**src/rtl/fifo_wr_ctrl.sv**
```systemverilog
// Write-side pointer controller of an asynchronous FIFO: binary/Gray write pointer,
// registered full flag, conservative fill level and sticky overflow flag.
module fifo_wr_ctrl #(
    parameter int ADDR_WIDTH = 3
) (
    input  logic                  w_clk_wr,
    input  logic                  w_rst_wr,
    input  logic                  w_inc_wr,
    input  logic [ADDR_WIDTH:0]   wq2_rptr_wr,
    output logic                  w_en_wr,
    output logic [ADDR_WIDTH-1:0] wr_addr_wr,
    output logic [ADDR_WIDTH:0]   wr_ptr_wr,
    output logic                  full_wr,
    output logic [ADDR_WIDTH:0]   wr_level_wr,
    output logic                  ovf_wr
);

    localparam int P = ADDR_WIDTH + 1;

    function automatic logic [P-1:0] bin2gray(input logic [P-1:0] b);
        return b ^ (b >> 1);
    endfunction

    function automatic logic [P-1:0] gray2bin(input logic [P-1:0] g);
        logic [P-1:0] b;
        b[P-1] = g[P-1];
        for (int i = P - 2; i >= 0; i--) begin
            b[i] = b[i+1] ^ g[i];
        end
        return b;
    endfunction

    logic [P-1:0] wbin;
    logic [P-1:0] wbin_next;
    logic [P-1:0] wgray_next;
    logic [P-1:0] rbin_sync;
    logic         full_next;

    // Reset gates the enable so the memory never sees a write while held in reset.
    assign w_en_wr    = w_inc_wr & ~full_wr & w_rst_wr;
    assign wr_addr_wr = wbin[ADDR_WIDTH-1:0];

    assign wbin_next  = wbin + {{(P-1){1'b0}}, w_en_wr};
    assign wgray_next = bin2gray(wbin_next);
    assign rbin_sync  = gray2bin(wq2_rptr_wr);
    // Full when the write pointer is one lap ahead: top two Gray bits inverted, rest equal.
    assign full_next  = (wgray_next == {~wq2_rptr_wr[P-1:P-2], wq2_rptr_wr[P-3:0]});

    always_ff @(posedge w_clk_wr or negedge w_rst_wr) begin
        if (!w_rst_wr) begin
            wbin        <= '0;
            wr_ptr_wr   <= '0;
            full_wr     <= 1'b0;
            wr_level_wr <= '0;
            ovf_wr      <= 1'b0;
        end else begin
            wbin        <= wbin_next;
            wr_ptr_wr   <= wgray_next;
            full_wr     <= full_next;
            wr_level_wr <= wbin_next - rbin_sync;
            if (w_inc_wr && full_wr) begin
                ovf_wr <= 1'b1;
            end
        end
    end

endmodule

```
**config.mk**
```make
export PLATFORM = sky130hd
export DESIGN_NAME = fifo_wr_ctrl
export DESIGN_NICKNAME = d
export VERILOG_FILES = /design/src/rtl/fifo_wr_ctrl.sv
export SDC_FILE = /design/constraint.sdc
export NUM_CORES = 1
export LEC_CHECK = 0
export BUFFER_PORTS_ARGS = -buffer_cell sky130_fd_sc_hd__buf_2
export CORE_MARGIN = 3
export CORE_UTILIZATION = 50
export DETAILED_ROUTE_END_ITERATION = 8
export PLACE_DENSITY = 0.79
export SYNTH_ARGS = -nofsm -noshare
export SYNTH_HDL_FRONTEND = slang
export SYNTH_SLANG_ARGS = --single-unit
```
**constraint.sdc**
```tcl
create_clock -name w_clk_wr -period 4.7 [get_ports w_clk_wr]
set_clock_uncertainty 0.1 [all_clocks]
set_input_delay 0.235 -clock w_clk_wr [delete_from_list [all_inputs] [get_ports w_clk_wr]]
set_output_delay 0.235 -clock w_clk_wr [all_outputs]
set_load 0.01 [all_outputs]
```
==> flow_summary.toml, run 1 <==
[clock_network]
h-tree-depth = 1
clk_pin_slew_ns = 0.08
cts_tree = "built"
clk_latency_ns = 0.26
hold_buffers = 1
cts_buffers = 3
root_buffer = "clkbuf_4"
cts_resized = 0
clock_sinks = 13
cts_buffer_depth = 2
cts_setup_buffers = 0

[timing]
tns_ns = 0
setup_violations = 0
maxSlewHeadroom_pct = 72.8
rsz0062_at_grt = "false"
fin_crit_ns = 2.86
fin_crit_sh_pct = 60.8
fmax_mhz = 350
max_slew.worst_pin.slew_ns = 0.408
hold_viol_final = 0
slew_violations = 0

[critical_path]
cp-start-kind = "input port"
critPathKind = "in2reg"
cp.required_ns = 4.76
critPathArrivalTime_ns = 2.91
r2r_cells = 9
r2r_end = "wr_level_wr[3]"
endpoint_kind = "register"
r2r_slack_ns = 2.30
rr_startpoint = "full_wr"
cp_max_fo = 14

[placed_design]
port_buffers = 20
place_congestion = 0.653
place_hpwl_um = 853
dpl.cell_count = 87

[global_routing]
grt_pass1_vias = 422
grt_first_pass_wirelength_um = 1880
antenna_found_initial = 0
grt_max_degree = 15
gr-total-overflow = 0
gr-usage-all-layers_pct = 13.9

[cells_and_area]
areaGrowthSynthToFinish_pct = 23.8
finalNonFillerCells = 92
drive_gt1_share_pct = 34.6
antenna_cells = 0
nNetsFinal = 91

[synthesis]
syn_nets = 65
netlist_area_sq_um = 652
synth_cells = 53
synth.distinct_cells = 18
syn_area_per_cell_sq_um = 12.3
seq_area_frac_synth_pct = 49.9
ys_warn_count = 0
ys_seq_elements = 13

[detailed_routing]
wirelength_um = 1030
vias_per_cell = 4.80
wire_per_inst_um = 11.2
drc_errors = 0
ant_nets = 0
drtPass1Iterations = 2
num_vias = 442
drt_iter0_markers = 1

[run]
max_cap_viol_count = 0

[floorplanning]
die_w_um = 42.1
initial_core_util_pct = 55.7
die_y_um = 42.1
boundaryPins = 21
coreArea_sq_um = 1170
die_area_sq_um = 1770
fp-row-count = 12

[status]
status = "completed"

[worst_hold_path]
hp-class = "in2reg"
worst_hold_startpoint = "w_inc_wr"
hold_end = "ovf_wr"
hold_depth = 2

[pwr]
power_density_nw_per_um2 = 734
power.leakage_nw = 0.405
peakVddDrop_v = 0.000378
==> worst max-delay path: stages <==
cell and delay (ns):
dlygate4sd3_1 0.52, buf_2 0.29, nand2_1 0.08, nor2_1 0.13, ha_1 0.22, ha_1 0.35
ha_1 0.32, nor2b_1 0.22, nor3_2 0.07, nand2b_1 0.15, a31o_1 0.22, xnor2_1 0.12
==> cell usage after synthesis <==
cell      number  area share, %
inv_1          4            2.3
xor2_2         1            2.5
dfrtp_1       13             50
or3_1          1           0.96
ha_1           4            7.7
nor2b_1        1           0.96
nor2_1         1           0.58
nand2b_1       1           0.96
o21ai_2        1            1.3
a31o_1         1            1.3
xor2_1         9             12
a21o_1         1            1.2
xnor2_1        6            8.1
nand2_1        3            1.7
a211oi_1       2            2.3
nand3_1        2            1.5
fa_1           1            3.1
nor3_2         1            1.5
==> routing by layer <==
metal  part of all wire, %  routed length (um)  global-route usage [%]
met1                    46                 471                    19.1
met2                    45                 465                    20.4
met3                   6.9                  71                    3.00
met4                   2.0                  21                    7.45
met5                     0                   0                       0
==> layout by cell type (no fill, tap or decap) <==
cell           synthesis  routed
nand2_1                3       3
clkbuf_4               0       3
dfrtp_1               13      13
or3_1                  1       1
nand2b_1               1       1
a21o_1                 1       1
a31o_1                 1       1
xor2_1                 9       9
inv_1                  4       4
nand3_1                2       2
fa_1                   1       1
o21ai_2                1       1
a211oi_1               2       2
nor2_1                 1       1
xnor2_1                6       6
xor2_2                 1       1
buf_2                  0      20
ha_1                   4       4
dlygate4sd3_1          0       1
nor2b_1                1       1
clkinv_2               0       1
nor3_2                 1       1
==> worst max path at each step <==
stage	cells after the start	endpoint	startpoint
global route	12	wr_level_wr[3]	w_rst_wr
floorplan	9	wr_level_wr[3]	full_wr
global placement	11	wr_level_wr[3]	w_rst_wr
finish	12	wr_level_wr[3]	w_rst_wr
CTS	12	wr_level_wr[3]	w_rst_wr
detailed placement	11	wr_level_wr[3]	w_rst_wr
==> layout make-up <==
type	instances	area, sq um
Clock buffer	3	22.5
Clock inverter	1	5.00
Fill cell	99	364
Timing Repair Buffer	21	110
Sequential cell	13	325
Multi-Input combinational cell	36	312
Tap cell	14	17.5
Inverter	4	15.0
==> kinds of logic after synthesis <==
logic type      synth area share (%)
simple gates                    8.25
compound gates                  6.14
fa+ha+maj                       10.7
flops                           49.9
buf+inv                         2.30
xor+xnor                        22.7
==> per-stage QoR <==
step | setup WS [ns] | power (mW) | cell area, sq um | utilization, % | hold slack, ns
after floorplan | 2.27 | 0.435 | 652 | - | -0.161
after global placement | 2.16 | 0.526 | 769 | 65.7 | 0.0278
after detailed placement | 2.06 | 0.536 | 769 | 65.7 | 0.0367
after CTS | 1.81 | 0.602 | 807 | 68.9 | 0.0943
after global routing | 1.60 | 0.649 | 807 | 68.9 | 0.0940
final | 1.84 | 0.593 | 807 | 68.9 | 0.0925
==> flip-flops by register name, summed over array words and instances, names as in the netlist <==
register     flops
full_wr          1
wr_ptr_wr        3
wr_level_wr      4
ovf_wr           1
wbin             4
==> power breakdown <==
group	leakage (nW)	internal, mW	switching [mW]
clock network	0.0177	0.0314	0.0335
registers	0.153	0.173	0.0282
logic	0.234	0.147	0.180
(Power assumes the default switching activity.)
==> inputs of run 2 (changes only) <==
CORE_UTILIZATION = 43   (was 50)
PLACE_DENSITY = 0.72   (was 0.79)
clock period = 2.4 ns   (was 4.7 ns; I/O delays follow)
==> run 2 against run 1 <==
Effect of this change: cell count grew 5.4%; setup slack lost 1.7 ns; combinational power grew 110%; global-route usage grew 0.16 points; count of clock-buffer cells in the layout grew 1; first-iteration DRC count grew 100%; clock power grew 97%; hold slack lost 0.0050 ns.
==> flow_summary.toml, run 2 (synthesized netlist as in run 1, its figures left out) <==
[status]
status = "completed"

[floorplanning]
die_area_sq_um = 2020
boundaryPins = 21
fp-row-count = 13
coreArea_sq_um = 1370
initial_core_util_pct = 47.7
die_y_um = 44.9
die_w_um = 44.9

[timing]
worst_slack_ns = 0.168
tns_ns = 0
fin_crit_ns = 2.23
setup_violations = 0
max_slew.worst_pin.slew_ns = 0.394
maxSlewHeadroom_pct = 73.5
slew_violations = 0
hold_viol_final = 0
fmax_mhz = 448
fin_crit_sh_pct = 93.0

[worst_hold_path]
hold_depth = 3
hp-class = "in2reg"

[detailed_routing]
vias_per_cell = 4.86
wire_per_inst_um = 12.0
num_vias = 471
ant_nets = 0
drc_errors = 0
wirelength_um = 1170
drt_iter0_markers = 2
drtPass1Iterations = 2

[pwr]
power_mw = 1.22
power.leakage_nw = 0.424
power_density_nw_per_um2 = 1420
peakVddDrop_v = 0.000563

[global_routing]
gr-usage-all-layers_pct = 14.1
grt_pass1_vias = 440
grt_first_pass_wirelength_um = 1880
grt_max_degree = 14
antenna_found_initial = 0
gr-total-overflow = 0

[cells_and_area]
areaGrowthSynthToFinish_pct = 31.3
drive_gt1_share_pct = 37.8
fin_area_sq_um = 856
final_common_cell = "buf_2"
seqCellArea_sq_um = 325
top_regs = "wbin (4), wr_level_wr (4), wr_ptr_wr (3)"
fillers = 124
antenna_cells = 0
nNetsFinal = 95
mostFrequentLayoutCells = "20 x buf_2, 13 x dfrtp_1, 9 x xor2_1"
multiInputGateArea_sq_um = 328
finalNonFillerCells = 97

[critical_path]
cp-start-kind = "register"
critPathKind = "reg2reg"
max_stage_delay_ns = 0.40
path_depth = 9
endpoint_kind = "register"
worst-path-buf-inv = 1
critPathArrivalTime_ns = 2.29
cp_cell_sequence = "nor2_2, ha_1, ha_1, xor2_4, buf_4, nor3_2, nand2b_1, a31o_1, xnor2_1"
cp.required_ns = 2.46
cp_max_fo = 5
r2r_cells = 9
path_delay_family = "adder cells"
cp_common_cell = "ha_1"
cp_slowest_cell = "dfrtp_1"

[clock_network]
cts_buffer_depth = 2
clock_sinks = 13
root_buffer = "clkbuf_4"
clk_latency_ns = 0.27
clk_pin_slew_ns = 0.07
cts_tree = "built"
cts_buffers = 3
h-tree-depth = 1

[placed_design]
place_congestion = 0.726
port_buffers = 20
dpl-instance-area_sq_um = 796
place_ws_ns = 0.142
place_hpwl_um = 909
dpl.cell_count = 91

[run]
max_cap_viol_count = 0
==> run 2: cell count changes in the layout (fill, tap and decap cells not counted), sizes merged <==
cell,previous run,this run
clkbuf,3,4
clkinv,1,0
dlygate4sd3,1,2
buf,20,23
==> run 2: tightest hold or removal path: stages <==
cell	delay, ns
buf_2	0.13
xnor2_1	0.12
a211oi_1	0.04
==> run 2: repair_timing <==
item                                    4_1_cts  5_1_grt
hold endpoints to repair                     14        0
endpoints found under the setup margin        0        2
hold buffers                                  2        0
resized for setup                             0        2
buffers inserted                              0        0
==> run 2: final cells by class <==
class / count / area share, %
Clock buffer: 4 / 3.07
Multi-Input combinational cell: 36 / 38.3
Sequential cell: 13 / 38.0
Timing Repair Buffer: 25 / 16.7
Tap cell: 15 / 2.19
Inverter: 4 / 1.75
==> run 2: per-layer routing <==
metal | track usage [%] | up-vias | part of all wire [%]
met5 | 0 | - | 0
met4 | 15.8 | 0 | 4.7
met3 | 1.59 | 4 | 6.6
met2 | 22.6 | 19 | 49
met1 | 14.8 | 216 | 39
li1 | - | 232 | -
==> run 2: worst paths after layout <==
kind	startpoint	end	slack, ns
max	full_wr	wr_level_wr[3]	0.17
min	wq2_rptr_wr[2]	full_wr	0.09
max reg2reg	full_wr	wr_level_wr[3]	0.17
min reg2reg	ovf_wr	ovf_wr	0.36
max in group asynchronous	w_rst_wr	wr_level_wr[3]	1.81
min in group asynchronous	w_rst_wr	wr_ptr_wr[1]	0.24
==> run 2: where the power goes <==
part	internal (mW)	total, mW	switching [mW]	leakage [nW]
logic	0.326	0.690	0.364	0.256
clock network	0.0643	0.128	0.0638	0.0150
registers	0.338	0.400	0.0619	0.153
total	0.729	1.22	0.489	0.424
==> run 2: per-stage QoR <==
stage / utilization, % / hold WS (ns)
2_1_floorplan: - / -0.276
3_3_place_gp: 58.2 / -0.0304
3_5_place_dp: 58.2 / -0.0226
4_1_cts: 61.6 / 0.0741
5_1_grt: 62.6 / 0.0999
6_report: 62.6 / 0.0875
